==> config.mk <==
export PLATFORM = sky130hd
export DESIGN_NAME = sin_cos_lut
export DESIGN_NICKNAME = d
export VERILOG_FILES = /design/src/rtl/sin_cos_pkg.sv /design/src/rtl/quarter_wave_rom.sv /design/src/rtl/sin_cos_lut.sv
export SDC_FILE = /design/constraint.sdc
export NUM_CORES = 1
export LEC_CHECK = 0
export ABC_AREA = 1
export CAP_MARGIN = 20
export CELL_PAD_IN_SITES_DETAIL_PLACEMENT = 0
export CELL_PAD_IN_SITES_GLOBAL_PLACEMENT = 1
export CORE_ASPECT_RATIO = 1.25
export CORE_UTILIZATION = 43
export DETAILED_ROUTE_END_ITERATION = 7
export PLACE_DENSITY = 0.87
export SYNTH_ARGS = -nofsm -noshare
export SYNTH_HDL_FRONTEND = slang
export SYNTH_HIERARCHICAL = 1
export SYNTH_SLANG_ARGS = --single-unit
==> constraint.sdc <==
create_clock -name clk -period 4.8 [get_ports clk]
set_input_delay 0.96 -clock clk [delete_from_list [all_inputs] [get_ports clk]]
set_output_delay 0.96 -clock clk [all_outputs]
set_load 0.005 [all_outputs]
==> src/rtl/sin_cos_pkg.sv <==
// Shared constants, quadrant types and the phase-folding helper for the
// sine/cosine generator.
package sin_cos_pkg;

  localparam int DATA_W        = 16;
  localparam int PHASE_W       = 8;
  localparam int AMPLITUDE     = 32767;
  localparam int QUARTER_DEPTH = 64;
  localparam int IDX_W         = $clog2(QUARTER_DEPTH + 1);
  localparam int ROM_W         = 16;

  typedef enum logic [1:0] {
    QUAD_0 = 2'd0,
    QUAD_1 = 2'd1,
    QUAD_2 = 2'd2,
    QUAD_3 = 2'd3
  } quadrant_e;

  typedef struct packed {
    logic             negate;
    logic [IDX_W-1:0] addr;
  } fold_t;

  // Quadrants 1 and 3 read the quarter table backwards, which is why it
  // has 65 entries: idx=0 there maps to Q[64], the peak.
  function automatic fold_t fold_phase(input logic [PHASE_W-1:0] k);
    fold_t            f;
    quadrant_e        quad;
    logic [IDX_W-1:0] idx;
    quad     = quadrant_e'(k[PHASE_W-1 -: 2]);
    idx      = IDX_W'(k[PHASE_W-3:0]);
    f.negate = (quad == QUAD_2) || (quad == QUAD_3);
    if ((quad == QUAD_1) || (quad == QUAD_3)) begin
      f.addr = IDX_W'(QUARTER_DEPTH) - idx;
    end else begin
      f.addr = idx;
    end
    return f;
  endfunction

endpackage

==> src/rtl/quarter_wave_rom.sv <==
// 65-entry quarter-wave table: Q[i] = round(32767 * sin(2*pi*i/256)).
// Purely combinational; all entries are non-negative.
module quarter_wave_rom #(
  parameter int DATA_W = sin_cos_pkg::DATA_W
) (
  input  logic [sin_cos_pkg::IDX_W-1:0] addr,
  output logic [DATA_W-1:0]             data
);
  import sin_cos_pkg::*;

  logic [ROM_W-1:0] mag;

  // table lookup; addresses above 64 are never generated by the folding
  always_comb begin
    mag = '0;
    case (addr)
      7'd0:  mag = 16'd0;
      7'd1:  mag = 16'd804;
      7'd2:  mag = 16'd1608;
      7'd3:  mag = 16'd2410;
      7'd4:  mag = 16'd3212;
      7'd5:  mag = 16'd4011;
      7'd6:  mag = 16'd4808;
      7'd7:  mag = 16'd5602;
      7'd8:  mag = 16'd6393;
      7'd9:  mag = 16'd7179;
      7'd10: mag = 16'd7962;
      7'd11: mag = 16'd8739;
      7'd12: mag = 16'd9512;
      7'd13: mag = 16'd10278;
      7'd14: mag = 16'd11039;
      7'd15: mag = 16'd11793;
      7'd16: mag = 16'd12539;
      7'd17: mag = 16'd13279;
      7'd18: mag = 16'd14010;
      7'd19: mag = 16'd14732;
      7'd20: mag = 16'd15446;
      7'd21: mag = 16'd16151;
      7'd22: mag = 16'd16846;
      7'd23: mag = 16'd17530;
      7'd24: mag = 16'd18204;
      7'd25: mag = 16'd18868;
      7'd26: mag = 16'd19519;
      7'd27: mag = 16'd20159;
      7'd28: mag = 16'd20787;
      7'd29: mag = 16'd21403;
      7'd30: mag = 16'd22005;
      7'd31: mag = 16'd22594;
      7'd32: mag = 16'd23170;
      7'd33: mag = 16'd23731;
      7'd34: mag = 16'd24279;
      7'd35: mag = 16'd24811;
      7'd36: mag = 16'd25329;
      7'd37: mag = 16'd25832;
      7'd38: mag = 16'd26319;
      7'd39: mag = 16'd26790;
      7'd40: mag = 16'd27245;
      7'd41: mag = 16'd27683;
      7'd42: mag = 16'd28105;
      7'd43: mag = 16'd28510;
      7'd44: mag = 16'd28898;
      7'd45: mag = 16'd29268;
      7'd46: mag = 16'd29621;
      7'd47: mag = 16'd29956;
      7'd48: mag = 16'd30273;
      7'd49: mag = 16'd30571;
      7'd50: mag = 16'd30852;
      7'd51: mag = 16'd31113;
      7'd52: mag = 16'd31356;
      7'd53: mag = 16'd31580;
      7'd54: mag = 16'd31785;
      7'd55: mag = 16'd31971;
      7'd56: mag = 16'd32137;
      7'd57: mag = 16'd32285;
      7'd58: mag = 16'd32412;
      7'd59: mag = 16'd32521;
      7'd60: mag = 16'd32609;
      7'd61: mag = 16'd32678;
      7'd62: mag = 16'd32728;
      7'd63: mag = 16'd32757;
      7'd64: mag = ROM_W'(AMPLITUDE);
      default: mag = '0;
    endcase
  end

  assign data = DATA_W'(mag);

endmodule

==> src/rtl/sin_cos_lut.sv <==
// Free-running sine/cosine sample generator: a phase counter advanced by en,
// quadrant folding into a shared quarter-wave table, registered outputs.
// The quarter table fixes the period at 256 samples (PHASE_W = 8).
module sin_cos_lut #(
  parameter int DATA_W  = sin_cos_pkg::DATA_W,
  parameter int PHASE_W = sin_cos_pkg::PHASE_W
) (
  input  logic              clk,
  input  logic              rst,
  input  logic              en,
  output logic [DATA_W-1:0] sampled_sine,
  output logic [DATA_W-1:0] sampled_cosine
);
  import sin_cos_pkg::*;

  logic [PHASE_W-1:0] p_q, p_d;
  logic [PHASE_W-1:0] cos_phase;
  fold_t              sin_fold, cos_fold;
  logic [DATA_W-1:0]  sin_mag, cos_mag;
  logic [DATA_W-1:0]  sine_q, sine_d;
  logic [DATA_W-1:0]  cosine_q, cosine_d;

  // cosine leads sine by a quarter period; fold both phases into table reads
  always_comb begin
    cos_phase = p_q + PHASE_W'(QUARTER_DEPTH);
    sin_fold  = fold_phase(p_q);
    cos_fold  = fold_phase(cos_phase);
  end

  quarter_wave_rom #(.DATA_W(DATA_W)) u_rom_sin (
    .addr (sin_fold.addr),
    .data (sin_mag)
  );

  quarter_wave_rom #(.DATA_W(DATA_W)) u_rom_cos (
    .addr (cos_fold.addr),
    .data (cos_mag)
  );

  // next phase and samples; everything holds while en is low
  always_comb begin
    p_d      = p_q;
    sine_d   = sine_q;
    cosine_d = cosine_q;
    if (en) begin
      p_d      = p_q + PHASE_W'(1);
      sine_d   = sin_fold.negate ? -sin_mag : sin_mag;
      cosine_d = cos_fold.negate ? -cos_mag : cos_mag;
    end
  end

  // state registers with asynchronous clear
  always_ff @(posedge clk or posedge rst) begin
    if (rst) begin
      p_q      <= '0;
      sine_q   <= '0;
      cosine_q <= '0;
    end else begin
      p_q      <= p_d;
      sine_q   <= sine_d;
      cosine_q <= cosine_d;
    end
  end

  assign sampled_sine   = sine_q;
  assign sampled_cosine = cosine_q;

endmodule

==> results by group, run 1 <==
STA
  • Fin. max-slew vios: 0
  • F_max: 260 MHz
  • Period utilization: 80.1%
  • Worst-margin pin slew: 0.917 ns
  • Final Hold Viols: 0
  • Unrepaired setup endpoints after global routing: no
  • Slew Limit Headroom: 38.8%
  • Setup TNS: 0 ns
  • Skew final: 0.00428 ns
  • Final setup fails: 0
  • Post-route minimum period: 3.84 ns

Synth
  • Post-Syn Area: 5830 sq um
  • Ys async rst share: 100%
  • Post-synth top area share: 23.4%
  • Top_reg_cell synth: dfrtp_1
  • Synth area leaders: nand2_1 23%, dfrtp_1 17%, nand3_1 13%
  • Area leader, netlist: nand2_1
  • Seq/Total Area, Yosys: 17.2%
  • Synth Register Bits: 40
  • Library cells used by synthesis: 34
  • Mapped Avg Cell Area: 5.74 sq um
  • Post-synth EDFFs: 0
  • Top cells by count, synth: 364 x nand2_1, 149 x nand3_1, 83 x nor2_1
  • Cell with the most instances after synthesis: nand2_1
  • YS warnings: 6
  • Synth Instances: 1015
  • Syn Nets: 1055

Place
  • Port bufs: 34
  • Detailed placement HPWL: 13.6 mm
  • GP Congestion: 0.997

Floorplan
  • Area of the die: 14000 sq um
  • # IOs: 35
  • Die Wd: 106 um
  • Starting density of the core: 44.0%
  • Core Region: 13200 sq um
  • Die H: 132 um
  • Cell Rows: 47

Clock tree
  • CTS tree: done
  • Root Driver: clkbuf_16
  • CTS Buffer Depth: 2
  • Clock Latency Late Sink: 0.29 ns
  • Resize count post-CTS: 0
  • Post-CTS Repair Setup Buffers: 0
  • Number of buffers created by CTS: 5
  • Hold_buf cts: 0
  • Clock-pin slew on the worst setup and hold paths: 0.06 ns
  • H-tree levels: 2
  • CTS sink count: 40

Global route
  • GRT Util Overall: 27.1%
  • Vias in the first global route: 6309
  • Grt total ovfl: 0
  • Maximum number of pins on one net before global-route repair: 42
  • First-pass GRT wire length: 31.0 mm
  • Initial antenna violation count: 0

Drt
  • Final WL: 18.6 mm
  • Routed wire per std cell: 15.6 um
  • Drt pass-1 iters: 7
  • DR iter-0 viols: 470
  • DRC: 0
  • Via density: 5.48
  • Post-DRT Antenna Nets: 0
  • Vias: 6524

Worst setup path
  • Reg2Reg Capture Point: sampled_cosine[12]
  • Worst Setup End Kind: flop
  • Reg2reg path depth: 22
  • CP required: 4.98 ns
  • R2R Setup Slk: 0.96 ns
  • Critical Path Fanout Max: 19
  • CP endpoint: sampled_cosine[12]
  • Critical path launch point type: flop
  • Worst flop-to-flop path startpoint: p_q[6]
  • Worst Setup SP: p_q[6]
  • Worst Setup Path Type: reg -> reg
  • CP Data Arrival Time: 4.02 ns

Cells and area
  • N_diodes: 0
  • Final #Nets: 1058
  • Fraction of layout cells with a size suffix above 1: 8.34%
  • Synth-to-layout area growth: 8.59%
  • Number of fill cells: 1440

Outcome
  • Status: finished clean

Flow run
  • MaxCap Viol Count: 0

Worst hold path
  • HP Class: reg -> reg
## metal layers
layer / track usage [%] / share of wire (%)
met1: 32.7 / 41
met2: 47.6 / 50
met3: 2.67 / 5.0
met4: 13.4 / 4.6
met5: 0 / 0
## worst max-delay path, cell delays in order (launching register included)
cell and delay [ns]:
dfrtp_1 0.40, inv_1 0.17, ha_1 0.18, nor2_1 0.04
buf_4 0.16, o21ai_2 0.73, buf_4 0.36, nand2_1 0.10
inv_1 0.19, nand2_1 0.11, nand3_1 0.08, nand2_1 0.06
nand3_1 0.12, nand3_1 0.12, nand2_1 0.10, inv_1 0.06
ha_1 0.21, nand3_1 0.15, o21ai_2 0.13, nand2_1 0.10
nand2_1 0.05, nand3_1 0.06, nand2_1 0.06
## cell usage in the layout (no fill, tap or decap), types with 2 or more instances in the layout
| cell | count |
|---|---|
| a21oi_1 | 36 |
| a21oi_2 | 2 |
| a31oi_1 | 4 |
| and2_1 | 2 |
| buf_4 | 17 |
| clkbuf_16 | 5 |
| clkdlybuf4s50_1 | 34 |
| conb_1 | 2 |
| dfrtp_1 | 40 |
| ha_1 | 37 |
| inv_1 | 78 |
| inv_2 | 7 |
| inv_4 | 4 |
| nand2_1 | 364 |
| nand2_2 | 18 |
| nand2b_1 | 2 |
| nand3_1 | 149 |
| nand3_2 | 3 |
| nand4_1 | 12 |
| nor2_1 | 83 |
| nor2_2 | 10 |
| nor2_4 | 2 |
| nor3_1 | 2 |
| nor3_2 | 3 |
| o211ai_1 | 13 |
| o21ai_0 | 40 |
| o21ai_1 | 18 |
| o21ai_2 | 8 |
| or2_2 | 3 |
| xor2_1 | 16 |
## state kept, by name, indices dropped and copies added (netlist names)
name and count:
sampled_cosine 16, sampled_sine 16, p_q 8
## how the worst min path moves through the flow
stage | cells past startpoint | end | slack [ns] | from
2_1_floorplan | 2 | sampled_sine[7] | 0.47 | sampled_sine[7]
6_report | 2 | sampled_cosine[9] | 0.48 | sampled_cosine[9]
3_5_place_dp | 2 | sampled_cosine[5] | 0.47 | sampled_cosine[5]
5_1_grt | 2 | sampled_cosine[5] | 0.51 | sampled_cosine[5]
4_1_cts | 2 | sampled_cosine[5] | 0.48 | sampled_cosine[5]
3_3_place_gp | 2 | sampled_cosine[5] | 0.46 | sampled_cosine[5]
## stage by stage
stage / instances / setup WS (ns) / utilization [%] / hold slack, ns / instance area [sq um]
floorplan: 1015 / 0.720 / - / 0.473 / 5830
global placement: 1181 / 1.04 / 46.4 / 0.465 / 6140
detailed placement: 1181 / 1.02 / 46.4 / 0.467 / 6140
CTS: 1189 / 1.01 / 47.6 / 0.483 / 6300
global route: 1190 / 0.675 / 47.8 / 0.506 / 6330
finish: 1190 / 0.956 / 47.8 / 0.478 / 6330
## cells by family (layout without fill, tap and decap cells)
group | after synthesis | count (layout) | synth area share, %
and+or+nand+nor | 653 | 653 | 48.2
buffers and inverters | 145 | 149 | 12.7
AOI/OAI and AO/OA | 121 | 121 | 11.3
DFF | 40 | 40 | 17.2
adders and majority gates | 37 | 37 | 7.94
xor gates and xnor gates | 17 | 17 | 2.55
other | 2 | 2 | 0.129
## final cells by class
type                            instances  area [sq um]  area share [%]
Multi-Input combinational cell        830          4110            64.9
Timing Repair Buffer                   52           495            7.83
Tap cell                              171           214            3.38
Clock inverter                          2          35.0           0.554
Sequential cell                        40          1000            15.8
Inverter                               89           344            5.44
Clock buffer                            6           129            2.04
Power of run 1 is not shown: default switching activity piles up to over one toggle a cycle in this logic, so the estimate is an artifact.
==> run 2: changes to the inputs <==
- clock period: 4.8 -> 3.61 ns (I/O delays scaled with it)
==> run 2 against run 1 <==
Utilization grew 2.0 points. Via count is 2.9% higher. Die area unchanged. Register-to-register slack lost 0.72 ns. Clock-buffer cell count shrank 1. Maximum frequency grew 14%. Worst setup slack lost 0.72 ns.
==> results by group, run 2 (synthesis results as in run 1) <==
Drt
  • Final WL: 19.2 mm
  • Met3 wire length: 898 um
  • DR iter-0 viols: 440
  • Routed wire per std cell: 15.8 um
  • Vias: 6711
  • Post-DRT Antenna Nets: 0
  • Uppermost layer routed: met4
  • Drt pass-1 iters: 5
  • DRT met1 WL: 7.74 mm
  • DR WL met2: 9.52 mm
  • Via density: 5.53
  • DRC: 0

STA
  • Slew Limit Headroom: 52.3%
  • Final setup fails: 0
  • Post-route minimum period: 3.37 ns
  • Final Hold Viols: 0
  • Fin. max-slew vios: 0
  • Worst-margin pin slew: 0.714 ns
  • F_max: 297 MHz
  • Period utilization: 93.4%
  • Skew final: 0.00977 ns

Clock tree
  • Root Driver: clkbuf_16
  • CTS Buffer Depth: 2
  • Number of buffers created by CTS: 5
  • CTS sink count: 40
  • CTS tree: done
  • Clock Latency Late Sink: 0.29 ns
  • Hold_buf cts: 0
  • Clock-pin slew on the worst setup and hold paths: 0.07 ns
  • H-tree levels: 2

Place
  • Placed Cells incl. Taps: 1205
  • Detailed placement HPWL: 14.5 mm
  • GP Congestion: 1.00
  • Placed cell area: 6320 sq um
  • Port bufs: 34

Cells and area
  • Synth-to-layout area growth: 13.1%
  • Register area: 1000 sq um
  • Design Area, Final: 6590 sq um
  • Fraction of layout cells with a size suffix above 1: 11.6%
  • Final #Nets: 1082
  • Most common cell after layout, fill and taps aside: nand2_1
  • Commonest cells after routing, fill and taps aside: 364 x nand2_1, 148 x nand3_1, 79 x nor2_1, 77 x inv_1
  • Finished Layout Cells: 1214
  • Number of fill cells: 1383
  • Post-layout util: 49.8%
  • N_diodes: 0
  • Multi-input gate area: 4190 sq um

Worst setup path
  • Worst Setup End Kind: flop
  • CP required: 3.79 ns
  • Critical path launch point type: flop
  • Critical Path Fanout Max: 7
  • CP Data Arrival Time: 3.56 ns
  • Worst Setup Path Type: reg -> reg

Global route
  • Maximum number of pins on one net before global-route repair: 41
  • Grt total ovfl: 0
  • Vias in the first global route: 6518
  • First-pass GRT wire length: 31.9 mm
  • Initial antenna violation count: 0
  • GRT Util Overall: 28.1%

Floorplan
  • Area of the die: 14000 sq um
  • Die H: 132 um
  • Starting density of the core: 44.0%
  • Cell Rows: 47
  • Core Region: 13200 sq um
  • # IOs: 35
  • Die Wd: 106 um

Outcome
  • Status: finished clean

Worst hold path
  • HP Class: reg -> reg

Flow run
  • MaxCap Viol Count: 0
-- run 2: cell types whose count changed in the layout (fill, tap and decap cells not counted), sizes merged --
cell / change
clkinv: -1
inv: +1
clkbuf: -1
clkinvlp: +1
buf: +24
-- run 2: metal layers --
metal	track usage, %	vias up
met4	16.3	0
met5	0	-
li1	-	3318
met3	2.87	80
met1	33.3	3040
met2	48.6	273
-- run 2: per-stage QoR --
stage	setup slack, ns	TNS (ns)	hold slack, ns
floorplan	0.0862	0	0.473
global placement	0.0301	0	0.464
detailed placement	-0.0450	-0.0477	0.464
CTS	0.0233	0	0.482
global route	-0.00144	-0.00144	0.491
finish	0.238	0	0.478
-- run 2: critical path: stages, from the launching register on --
cell and delay, ns:
dfrtp_1 0.37, inv_1 0.10, ha_1 0.24, nor2_4 0.21, nand2_1 0.09, o21ai_2 0.09, inv_2 0.10, buf_4 0.19
ha_1 0.23, nand2_2 0.12, inv_1 0.07, nand2_1 0.07, nand3_1 0.09, nand2_1 0.06, nand3_1 0.07, nand3_1 0.12
nand2_1 0.06, inv_1 0.14, nand3_1 0.24, nor2_2 0.24, nand2_1 0.10, nand2_1 0.06, nand2_1 0.06, nand3_1 0.09
nand2_1 0.05
-- run 2: path summary, 6_finish.rpt --
path                            cells after the start           endpoint  slack (ns)              from
worst min-delay path                                2   sampled_sine[14]        0.48  sampled_sine[14]
worst max register to register                     24  sampled_cosine[9]        0.24            p_q[6]
max in group asynchronous                           3             p_q[1]        2.40               rst
min in group asynchronous                           3  sampled_cosine[3]        0.86               rst
worst min register to register                      2   sampled_sine[14]        0.48  sampled_sine[14]
worst max-delay path                               24  sampled_cosine[9]        0.24            p_q[6]
-- run 2: final cells by class --
class	count	area share, %
multi-input combinational	830	63.6
sequential	40	15.2
timing repair buffer	76	10.1
inverter	89	5.30
tap	171	3.25
clock buffer	5	1.90
clock inverter	3	0.703
-- run 2: what timing repair did --
action / in CTS / in global routing
setup buffers: 0 / 1
pin swaps: 0 / 3
setup endpoints to repair: 4 / 27
resized for setup: 1 / 22
Power of run 2 is left out for the same reason.
==> run 3: changes to the inputs <==
- RECOVER_POWER: not set -> 50
- TNS_END_PERCENT: not set -> 1
==> run 3 against run 2 <==
The flow now finishes with violations (capacitance limit, slew limit). Register-to-register slack about the same. Sequential cell count unchanged. Clock-buffer cell count did not move. Final cell count about the same. Final area up 0.42%. Maximum frequency is 0.43% higher. Via count grew 0.91%. Worst setup slack gained 0.015 ns. Global-route usage shrank 1.2 points. Routed wire length grew 0.87%. Utilization grew 0.21 points.
==> results by group, run 3 (synthesis results as in run 1) <==
Cells and area
  • Number of fill cells: 1441
  • Fraction of layout cells with a size suffix above 1: 11.5%
  • Post-layout util: 50.0%
  • Final #Nets: 1081
  • Most common cell after layout, fill and taps aside: nand2_1
  • Commonest cells after routing, fill and taps aside: 362 x nand2_1, 149 x nand3_1, 80 x nor2_1, 77 x inv_1, 39 x dfrtp_1
  • N_diodes: 0
  • Synth-to-layout area growth: 13.5%
  • Design Area, Final: 6620 sq um

STA
  • Slew Limit Headroom: -49.5%
  • Skew final: 0.00722 ns
  • Unrepaired setup endpoints after global routing: no
  • Period utilization: 93.0%
  • Final setup fails: 0
  • Fin. max-slew vios: 41
  • Worst-margin pin slew: 2.24 ns
  • Post-route minimum period: 3.36 ns
  • Setup TNS: 0 ns
  • Final Hold Viols: 0
  • F_max: 298 MHz

Place
  • Placed cell area: 6290 sq um
  • Port bufs: 34
  • GP Congestion: 0.993
  • Detailed placement HPWL: 14.5 mm

Global route
  • M2 GR Usage: 46.2%
  • Met1 GRT Util: 31.6%
  • Maximum number of pins on one net before global-route repair: 41
  • Grt total ovfl: 0
  • Vias in the first global route: 6200
  • GR Layer Usage met3: 2.52%
  • GRT Util Overall: 26.8%
  • Busiest grt layer: met2
  • First-pass GRT wire length: 30.5 mm
  • Initial antenna violation count: 0

Clock tree
  • CTS tree: done
  • CTS Buffer Depth: 2
  • Hold_buf cts: 0
  • H-tree levels: 2
  • Clock Latency Late Sink: 0.28 ns
  • Root Driver: clkbuf_16
  • Number of buffers created by CTS: 5
  • CTS sink count: 40
  • Clock-pin slew on the worst setup and hold paths: 0.06 ns

Worst setup path
  • Worst Setup End Kind: flop
  • CP Data Arrival Time: 3.49 ns
  • Critical path launch point type: flop
  • Critical Path Fanout Max: 25
  • CP required: 3.74 ns
  • Worst Setup Path Type: reg -> reg

Floorplan
  • Area of the die: 14000 sq um
  • Die H: 132 um
  • Cell Rows: 47
  • # IOs: 35
  • Core Region: 13200 sq um
  • Starting density of the core: 44.0%
  • Die Wd: 106 um

Drt
  • Post-DRT Antenna Nets: 0
  • Via density: 5.58
  • DRC: 0
  • Routed wire per std cell: 15.9 um
  • DR iter-0 viols: 482
  • Final WL: 19.3 mm
  • Vias: 6772
  • Drt pass-1 iters: 7

Outcome
  • Failing checks: capacitance limit, slew limit
  • Status: finished, violations left

Worst hold path
  • HP Class: reg -> reg

Flow run
  • MaxCap Viol Count: 1
## run 3: cell types whose count changed in the layout (fill, tap and decap cells not counted), sizes merged
cell / delta
clkinvlp: +1
clkdlybuf4s50: -13
inv: -2
dlygate4sd3: +13
clkinv: +1
clkbuf: +2
buf: -3
## run 3: stage by stage
stage,instances,hold slack (ns),setup WS (ns)
floorplan,1015,0.473,-0.0879
global placement,1196,0.467,0.0762
detailed placement,1196,0.465,0.0434
CTS,1204,0.482,0.0405
global route,1213,0.489,0.00706
finish,1213,0.472,0.252
## run 3: worst paths after layout
check	end	startpoint	slack, ns	cells after the start
setup / recovery	sampled_cosine[4]	p_q[6]	0.25	18
hold / removal	sampled_cosine[10]	sampled_cosine[10]	0.47	2
setup reg to reg	sampled_cosine[4]	p_q[6]	0.25	18
hold reg to reg	sampled_cosine[10]	sampled_cosine[10]	0.47	2
max in group asynchronous	p_q[7]	rst	0.47	3
min in group asynchronous	sampled_cosine[0]	rst	1.70	3
## run 3: critical path, stage by stage (launching register included)
cell and delay, ns:
dfrtp_1 0.40, inv_1 0.17, ha_1 0.23, nor2_4 0.06, buf_6 0.14, o21ai_4 0.35
inv_4 0.21, nor2_2 0.27, buf_4 0.20, a21oi_1 0.07, nand2_1 0.06, nand3_1 0.12
nand2_1 0.12, inv_1 0.06, ha_1 0.21, nand3_1 0.17, nand2_1 0.09, xor2_1 0.17
o21ai_0 0.10
## run 3: final cells by class
cell class	instances	area [sq um]	share of cell area [%]
inverters	89	350	5.30
multi-input cells	830	4180	63.1
repair buffers	75	704	10.6
clock inverters	3	42.5	0.643
clock buffers	5	125	1.89
well taps	171	214	3.23
flip-flops and latches	40	1000	15.1
## run 3: what timing repair did
action	CTS	global route
gates resized for setup	0	21
endpoints found under the hold margin	0	0
endpoints found under the setup margin	0	29
buffers inserted	0	8
## run 3: per-layer routing
metal | wire length, um | share of wire (%) | up-vias
li1 | - | - | 3316
met1 | 7690 | 40 | 3094
met2 | 9470 | 49 | 276
met3 | 922 | 4.8 | 86
met4 | 1250 | 6.5 | 0
met5 | 0 | 0 | -
Power of run 3 is left out for the same reason.
